<file path="config.mk">
export PLATFORM = sky130hd
export DESIGN_NAME = serial_to_parallel
export DESIGN_NICKNAME = d
export VERILOG_FILES = /design/src/rtl/s2p_pkg.sv /design/src/rtl/s2p_hold_reg.sv /design/src/rtl/serial_to_parallel.sv
export SDC_FILE = /design/constraint.sdc
export NUM_CORES = 1
export LEC_CHECK = 0
export CORE_MARGIN = 10
export CORE_UTILIZATION = 50
export DETAILED_ROUTE_END_ITERATION = 10
export PLACE_DENSITY = 0.74
export SETUP_SLACK_MARGIN = 0.15
export SYNTH_ARGS = -nofsm -noshare
export SYNTH_HDL_FRONTEND = slang
export SYNTH_SLANG_ARGS = --single-unit
</file>
<file path="constraint.sdc">
create_clock -name clk -period 1.7 [get_ports clk]
set_input_delay 0.425 -clock clk [delete_from_list [all_inputs] [get_ports clk]]
set_output_delay 0.425 -clock clk [all_outputs]
set_load 0.02 [all_outputs]
</file>
<file path="src/rtl/s2p_pkg.sv">
// rtl/s2p_pkg.sv - shared types, defaults and sizing helper for serial_to_parallel
//
// Contents:
//   rx_state_t    receiver FSM state (RX_IDLE, RX_SHIFT)
//   DEFAULT_WIDTH default data bits per word
//   cnt_width()   bit-count register width, clog2(width+1)
package s2p_pkg;

   typedef enum logic {
      RX_IDLE  = 1'b0,
      RX_SHIFT = 1'b1
   } rx_state_t;

   localparam int DEFAULT_WIDTH = 4;

   // Wide enough to hold every value 0..width, so the parity position
   // (index width) also fits when the parity bit is enabled.
   function automatic int cnt_width(input int width);
      return $clog2(width + 1);
   endfunction

endpackage

</file>
<file path="src/rtl/s2p_hold_reg.sv">
// rtl/s2p_hold_reg.sv - single-entry valid/ready output register with overrun detect
//
// Ports:
//   clk, reset   clock (rising edge), asynchronous active-high reset
//   load_i       a completed word is offered this cycle
//   data_i       offered word
//   perr_i       parity flag travelling with the offered word
//   ready_i      downstream accepts the held word when valid_o && ready_i
//   data_o       held word, stable while valid_o=1
//   perr_o       parity flag of the held word
//   valid_o      register holds an unconsumed word
//   overrun_o    one-cycle pulse: an offered word found the register full
module s2p_hold_reg #(
   parameter int WIDTH = 4
) (
   input  logic             clk,
   input  logic             reset,
   input  logic             load_i,
   input  logic [WIDTH-1:0] data_i,
   input  logic             perr_i,
   input  logic             ready_i,
   output logic [WIDTH-1:0] data_o,
   output logic             perr_o,
   output logic             valid_o,
   output logic             overrun_o
);

   logic [WIDTH-1:0] data_q;
   logic             perr_q;
   logic             valid_q;
   logic             overrun_q;
   logic             can_load;

   // A slot is free if empty, or if the held word leaves on this same edge.
   assign can_load = !valid_q || ready_i;

   always_ff @(posedge clk or posedge reset) begin
      if (reset) begin
         data_q    <= '0;
         perr_q    <= 1'b0;
         valid_q   <= 1'b0;
         overrun_q <= 1'b0;
      end else begin
         overrun_q <= load_i && !can_load;
         if (load_i && can_load) begin
            data_q  <= data_i;
            perr_q  <= perr_i;
            valid_q <= 1'b1;
         end else if (valid_q && ready_i) begin
            valid_q <= 1'b0;
         end
      end
   end

   assign data_o    = data_q;
   assign perr_o    = perr_q;
   assign valid_o   = valid_q;
   assign overrun_o = overrun_q;

endmodule

</file>
<file path="src/rtl/serial_to_parallel.sv">
// rtl/serial_to_parallel.sv - LSB-first serial receiver with valid/ready word output
//
// Build option: define S2P_PARITY_EN to expect an even-parity bit after each
// WIDTH data bits; otherwise frames are WIDTH bits and parity_err_o is 0.
//
// Ports:
//   clk, reset    clock (rising edge), asynchronous active-high reset
//   serial_i      serial data bit, LSB first
//   valid_i       serial_i carries a valid bit this cycle
//   parallel_o    assembled word, stable while valid_o=1
//   valid_o       parallel_o holds an unconsumed word
//   ready_i       downstream accepts word when valid_o && ready_i
//   busy_o        word partially received
//   overrun_o     one-cycle pulse: completed word dropped
//   parity_err_o  parity flag for the word on parallel_o
module serial_to_parallel
   import s2p_pkg::*;
#(
   parameter int WIDTH = DEFAULT_WIDTH
) (
   input  logic             clk,
   input  logic             reset,
   input  logic             serial_i,
   input  logic             valid_i,
   output logic [WIDTH-1:0] parallel_o,
   output logic             valid_o,
   input  logic             ready_i,
   output logic             busy_o,
   output logic             overrun_o,
   output logic             parity_err_o
);

   localparam int CW = cnt_width(WIDTH);

   // Count value at which the final bit of a frame is captured.
`ifdef S2P_PARITY_EN
   localparam logic [CW-1:0] LAST_POS = CW'(WIDTH);
`else
   localparam logic [CW-1:0] LAST_POS = CW'(WIDTH - 1);
`endif

   rx_state_t        state_q, state_d;
   logic [CW-1:0]    count_q, count_d;
   logic [WIDTH-1:0] shift_q, shift_d;
   logic [WIDTH-1:0] word_c;
   logic             word_done;
   logic             perr_c;

   always_ff @(posedge clk or posedge reset) begin
      if (reset) begin
         state_q <= RX_IDLE;
         count_q <= '0;
         shift_q <= '0;
      end else begin
         state_q <= state_d;
         count_q <= count_d;
         shift_q <= shift_d;
      end
   end

   always_comb begin
      state_d   = state_q;
      count_d   = count_q;
      shift_d   = shift_q;
      word_done = 1'b0;
      perr_c    = 1'b0;

      // Shift register with the current bit dropped into position count.
      // At the parity position no data index matches, so word_c = shift_q.
      word_c = shift_q;
      for (int k = 0; k < WIDTH; k++) begin
         if (count_q == CW'(k)) begin
            word_c[k] = serial_i;
         end
      end

      case (state_q)
         RX_IDLE: begin
            if (valid_i) begin
               shift_d = {{(WIDTH-1){1'b0}}, serial_i};
               count_d = CW'(1);
               state_d = RX_SHIFT;
            end
         end
         RX_SHIFT: begin
            if (valid_i) begin
               if (count_q == LAST_POS) begin
                  // Frame complete: offer word and restart at bit 0,
                  // whether or not the output register accepts it.
                  word_done = 1'b1;
                  shift_d   = '0;
                  count_d   = '0;
                  state_d   = RX_IDLE;
`ifdef S2P_PARITY_EN
                  perr_c    = (^shift_q) ^ serial_i;
`endif
               end else begin
                  shift_d = word_c;
                  count_d = count_q + CW'(1);
               end
            end
         end
         default: begin
            state_d = RX_IDLE;
         end
      endcase
   end

   assign busy_o = (count_q != '0);

   s2p_hold_reg #(
      .WIDTH(WIDTH)
   ) u_hold (
      .clk       (clk),
      .reset     (reset),
      .load_i    (word_done),
      .data_i    (word_c),
      .perr_i    (perr_c),
      .ready_i   (ready_i),
      .data_o    (parallel_o),
      .perr_o    (parity_err_o),
      .valid_o   (valid_o),
      .overrun_o (overrun_o)
   );

endmodule

</file>
Yosys cells after proc, flatten, opt, wreduce, memory -nomap -nowiden
Index checks and enable logic that the tools add are counted.
{"block": "word_totals", "reg_bits": 14, "latch_bits": 0, "ram_bits": 0, "mem_bits_ro": 0, "input_bits": 5, "output_inout_bits": 8, "word_cells": 44, "memories": 0}
{"block": "classes", "n_addsub": 1, "n_mul": 0, "div": 0, "order_cmp": 0, "n_eq_ne": 5, "shift": 0, "muxes": 21, "n_bitwise": 1, "n_reduce_logical": 10}
{"cell": "1-bit 2-to-1 mux", "count": 12}
{"cell": "4-bit 2-to-1 mux", "count": 3}
{"cell": "3-bit 2-to-1 mux", "count": 3}
{"cell": "4-bit case mux with 2 select lines", "count": 1}
{"cell": "3-bit by 2-bit == test with 1-bit output, second input constant", "count": 2}
{"cell": "3-bit case mux with 2 select lines", "count": 1}
{"cell": "2-bit != test, second input constant", "count": 2}
{"cell": "3-bit by 1-bit adder with 3-bit output, second input constant", "count": 1}
{"cell": "3-bit by 1-bit == test with 1-bit output, second input constant", "count": 1}
{"cell": "1-bit logical AND", "count": 3}
{"cell": "3-bit logical NOT", "count": 1}
{"cell": "3-bit nonzero test", "count": 1}
{"cell": "1-bit logical NOT", "count": 2}
{"cell": "1-bit case mux with 2 select lines", "count": 1}
{"cell": "2-bit AND reduction", "count": 1}
{"cell": "2-bit nonzero test", "count": 1}
{"cell": "1-bit logical OR", "count": 1}
{"cell": "1-bit inverter", "count": 1}

Depth between registers and ports, before layout
{"block": "logic_depth", "word_depth": 6, "mapped_depth": 5, "mapped_depth_nobuf": 5}

Hierarchy
A second synthesis with hierarchy kept.
{"block": "unflattened", "cells_unflattened": 66, "hier_area_um2": 759.5}
{"module": "serial_to_parallel", "n_inst": 1, "cells_each": 48, "area_per_inst_um2": 469.2, "seq_area_each_um2": 200.2}
{"module": "s2p_hold_reg", "n_inst": 1, "cells_each": 18, "area_per_inst_um2": 290.3, "seq_area_each_um2": 175.2}

Least setup slack after synthesis
Ideal clock, no wire load.
{"block": "synth_path", "path_kind": "reg-to-reg", "from": "reg count_q[0]", "to": "reg u_hold.data_q[3], in the netlist u_hold.data_o[3]", "arrival_time_ns": 1.346, "required_time_ns": 1.575, "setup_slack_ns": 0.229, "path_stages_with_launch": 6, "cell_sequence": "dfrtp_1 ha_1 nand2b_1 buf_6 mux2_4 mux2_4"}
{"block": "synth_via", "elab_chain_cells": 5}
{"element": "start, declared", "line_no": "serial_to_parallel.sv:43", "source": "logic [CW-1:0] count_q, count_d;"}
{"element": "start signal, assigned", "line_no": "serial_to_parallel.sv:56", "source": "count_q <= count_d;"}
{"element": "3-bit by 2-bit == test with 1-bit output *", "line_no": "serial_to_parallel.sv:72, serial_to_parallel.sv:87"}
{"element": "1-bit 2-to-1 mux", "line_no": "serial_to_parallel.sv:87", "source": "if (count_q == LAST_POS) begin"}
{"element": "1-bit 2-to-1 mux", "line_no": "serial_to_parallel.sv:86", "source": "if (valid_i) begin"}
{"element": "1-bit 2-to-1 mux", "line_no": "serial_to_parallel.sv:77", "source": "case (state_q)"}
{"element": "1-bit logical AND", "line_no": "s2p_hold_reg.sv:45", "source": "if (load_i && can_load) begin"}
{"element": "end signal, assigned", "line_no": "s2p_hold_reg.sv:46", "source": "data_q <= data_i;"}
{"element": "end, declared", "line_no": "s2p_hold_reg.sv:28", "source": "logic [WIDTH-1:0] data_q;"}
Mark *: on every way between the ends. The rest lies on a longest branch, timed or not.
A chain may end at the register's enable or synchronous reset.

Worst setup path in the final report
{"block": "layout_path", "from": "reg count_q[0]", "to": "reg u_hold.data_q[1], in the netlist u_hold.data_o[1]"}
{"block": "layout_via", "elab_chain_cells": 5}
{"element": "3-bit by 2-bit == test with 1-bit output", "line_no": "serial_to_parallel.sv:87"}
{"element": "1-bit 2-to-1 mux", "line_no": "serial_to_parallel.sv:87"}
{"element": "1-bit 2-to-1 mux", "line_no": "serial_to_parallel.sv:86"}
{"element": "1-bit 2-to-1 mux", "line_no": "serial_to_parallel.sv:77"}
{"element": "1-bit logical AND", "line_no": "s2p_hold_reg.sv:45"}
Parallel ways exist; a longest one is shown, timed or not.

==> results.sh <==
export IMPL_place_hpwl_microns=1120
export IMPL_worstMarginPinSlew_ns=0.514
export IMPL_hold_viol_final=0
export IMPL_gp_congestion=0.789
export IMPL_finClkSkew_ns=0.00129
export IMPL_critical_path_buf_inv_count=1
export IMPL_intPower_w=0.00101
export IMPL_fin_cells=101
export IMPL_swShare_pct=38.3
export IMPL_yosysUniqueCellTypes=25
export IMPL_fin_crit_sh_pct=90.2
export IMPL_p_total_w=0.00164
export IMPL_startpoint_type="flop"
export IMPL_start_util_pct=55.1
export IMPL_syn_nets=74
export IMPL_ios=13
export IMPL_synthMostInstantiatedCell="dfrtp_1"
export IMPL_cp_cell_sequence="buf_4, ha_2, nand2b_4, mux2_2, mux2_2"
export IMPL_cts_hold_buffers=0
export IMPL_diodes=0
export IMPL_clockBufferDepth=2
export IMPL_cts_sinks=14
export IMPL_crit_arrival_ns=1.70
export IMPL_crit_type="flop to flop"
export IMPL_final_util_pct=75.0
export IMPL_slowest_delay_ns=0.40
export IMPL_grt_start_max_net_pins=15
export IMPL_antenna_found_initial=0
export IMPL_htree_num_levels=1
export IMPL_yosys_register_bits=14
export IMPL_drt_wl_total_microns=1540
export IMPL_cts_tree="done"
export IMPL_leakagePower_nw=0.490
export IMPL_via_count=541
export IMPL_area_delta_synth_final_pct=36.0
export IMPL_root_buffer="clkbuf_4"
export IMPL_dpl_cell_area_sq_um=917
export IMPL_p_switching_w=0.000627
export IMPL_drt_initial_drc_count=8
export IMPL_gr_usage_all_layers_pct=9.22
export IMPL_fin_nets=97
export IMPL_r2r_start="count_q[0]$_DFFE_PP0P_"
export IMPL_maxCapViolCount=0
export IMPL_cp_max_fo=3
export IMPL_cp_slowest_cell="dfrtp_1"
export IMPL_nFillCells=97
export IMPL_crit_cells=5
export IMPL_fmax_mhz=652
export IMPL_final_cell_area_sq_um=1010
export IMPL_synth_cells=65
export IMPL_ys_flop_type="dfrtp_1"
export IMPL_synth_top_area_share_pct=47.1
export IMPL_layout_drive_gt1_share_pct=41.9
export IMPL_post_route_min_period_ns=1.53
export IMPL_combPwrFrac_pct=57.4
export IMPL_clk_latency_ns=0.28
export IMPL_rows=13
export IMPL_r2r_end="u_hold.data_o[1]$_DFFE_PP0P_"
export IMPL_async_flop_share_pct=100
export IMPL_seq_power_share_pct=31.4
export IMPL_vdd_ir_drop_worst_mv=0.921
export IMPL_die_w_microns=58.6
export IMPL_worstHoldPathType="input port to async pin"
export IMPL_crit_top_cell="mux2_2"
export IMPL_viasPerCell=5.36
export IMPL_relSlewSlack_pct=65.7
export IMPL_setup_tns_ns=0
export IMPL_seq_area_sq_um=350
export IMPL_dp_cells=97
export IMPL_yosysTopAreaCell="dfrtp_1"
export IMPL_first_pass_iters=4
export IMPL_grt_ovfl_total=0
export IMPL_status="finished clean"
export IMPL_drc=0
export IMPL_postRouteAntennaNets=0
export IMPL_synth_area_top_cells="dfrtp_1 47%, mux2_2 9.1%, ha_1 6.7%"
export IMPL_power_density_nw_per_um2=1620
export IMPL_ys_top_cells_by_count="14 x dfrtp_1, 8 x inv_1, 6 x mux2_2"
export IMPL_worstPathRequired_ns=1.87
export IMPL_maxSlewViolCount=0
export IMPL_seq_area_frac_synth_pct=47.1
export IMPL_r2r_slack_ns=0.17
export IMPL_synth_warnings=0
export IMPL_portBuffers=11
export IMPL_avgRoutedWirePerCell_microns=15.2
export IMPL_netlist_area_sq_um=744
export IMPL_end_kind="flop"
export IMPL_pwr_share_clk_pct=11.1
export IMPL_grt_setup_unrepaired="yes"
export IMPL_setup_viol=0
export IMPL_path_delay_family="multiplexers"
export IMPL_grt_pass1_vias=544
export IMPL_syn_area_per_cell_sq_um=11.5
export IMPL_die_h_microns=58.6
export IMPL_worstRegToRegCells=5
export IMPL_cts_buffers=3
export IMPL_clk_pin_slew_worst_paths_ns=0.07
export IMPL_dieArea_sq_um=3430
export IMPL_fp_coreArea_sq_um=1350
export IMPL_grt_pass1_wl_microns=2450
export IMPL_multi_input_area_sq_um=412
export IMPL_synth_edf_count=0
per-layer routing:
layer	vias to the layer above	GRT usage, %	wire length [microns]
met2	15	13.8	685
met1	259	10.3	695
met5	-	0	0
met4	0	3.61	16
met3	5	5.79	142
li1	262	-	-
cells in the final DEF (no fill, tap or decap), types with 2 or more instances in the layout:
cell type / netlist / final
dfrtp_1: 14 / 14
mux2_4: 2 / 2
inv_2: 0 / 2
buf_4: 1 / 10
clkbuf_4: 0 / 3
inv_1: 8 / 6
nand2b_4: 1 / 4
nand2_1: 4 / 4
a31oi_1: 3 / 3
mux2_2: 6 / 6
ha_4: 0 / 3
o22ai_1: 4 / 4
clkdlybuf4s50_1: 0 / 4
dlygate4sd2_1: 0 / 6
a21boi_0: 2 / 2
cell type report:
type | instances | area share [%]
clock buffers | 3 | 2.22
inverters | 8 | 2.97
multi-input cells | 40 | 40.7
flip-flops and latches | 14 | 34.6
well taps | 15 | 1.85
repair buffers | 21 | 17.7
worst register-to-register path, delay by kind of cell, from the launching register on:
family                   cells  cell delay [ns]
buffers and inverters        1             0.16
adder cells (fa/ha/maj)      1             0.19
multiplexers                 2             0.59
flip-flops                   1             0.40
AND/OR/NAND/NOR              1             0.08
worst max-delay path by stage:
stage,startpoint,endpoint,slack (ns)
2_1_floorplan,count_q[0]$_DFFE_PP0P_,u_hold.data_o[3]$_DFFE_PP0P_,0.23
6_report,count_q[0]$_DFFE_PP0P_,u_hold.data_o[1]$_DFFE_PP0P_,0.17
4_1_cts,count_q[0]$_DFFE_PP0P_,u_hold.data_o[1]$_DFFE_PP0P_,0.15
5_1_grt,count_q[0]$_DFFE_PP0P_,busy_o,0.14
3_3_place_gp,valid_i,u_hold.data_o[1]$_DFFE_PP0P_,-0.04
3_5_place_dp,valid_i,u_hold.data_o[1]$_DFFE_PP0P_,-0.09
power by group through the flow:
stage               clock [W]  combinational [W]  sequential (W)
CTS                  0.000190           0.000842        0.000509
global placement            0           0.000816        0.000507
global route         0.000203            0.00104        0.000523
floorplan                   0           0.000462        0.000557
finish               0.000183           0.000941        0.000515
detailed placement          0           0.000824        0.000512
kinds of logic after synthesis:
logic type	Yosys count	share of synthesized area, %
flops	14	47.1
mux	8	13.1
other cells	1	0.504
compound gates	13	11.3
fa+ha+maj	4	6.72
buf+inv	11	7.23
simple gates	14	14.1
stage by stage:
stage | setup WS, ns | hold WS [ns]
floorplan | 0.229 | 0.314
global placement | -0.0403 | 0.496
detailed placement | -0.0850 | 0.502
CTS | 0.153 | 0.487
global route | 0.138 | 0.520
finish | 0.167 | 0.471
flip-flops by register name, summed over array words and instances, names as in the netlist:
signal            flops
count_q               3
state_q               1
shift_q               4
u_hold.valid_o        1
u_hold.data_o         4
u_hold.overrun_o      1
timing repair:
action	CTS	global route
pin swaps	1	1
buffers inserted	1	0
resized for setup	18	8
gates cloned	0	0
endpoints found under the setup margin	10	8
Power figures use the tool's default switching activity.
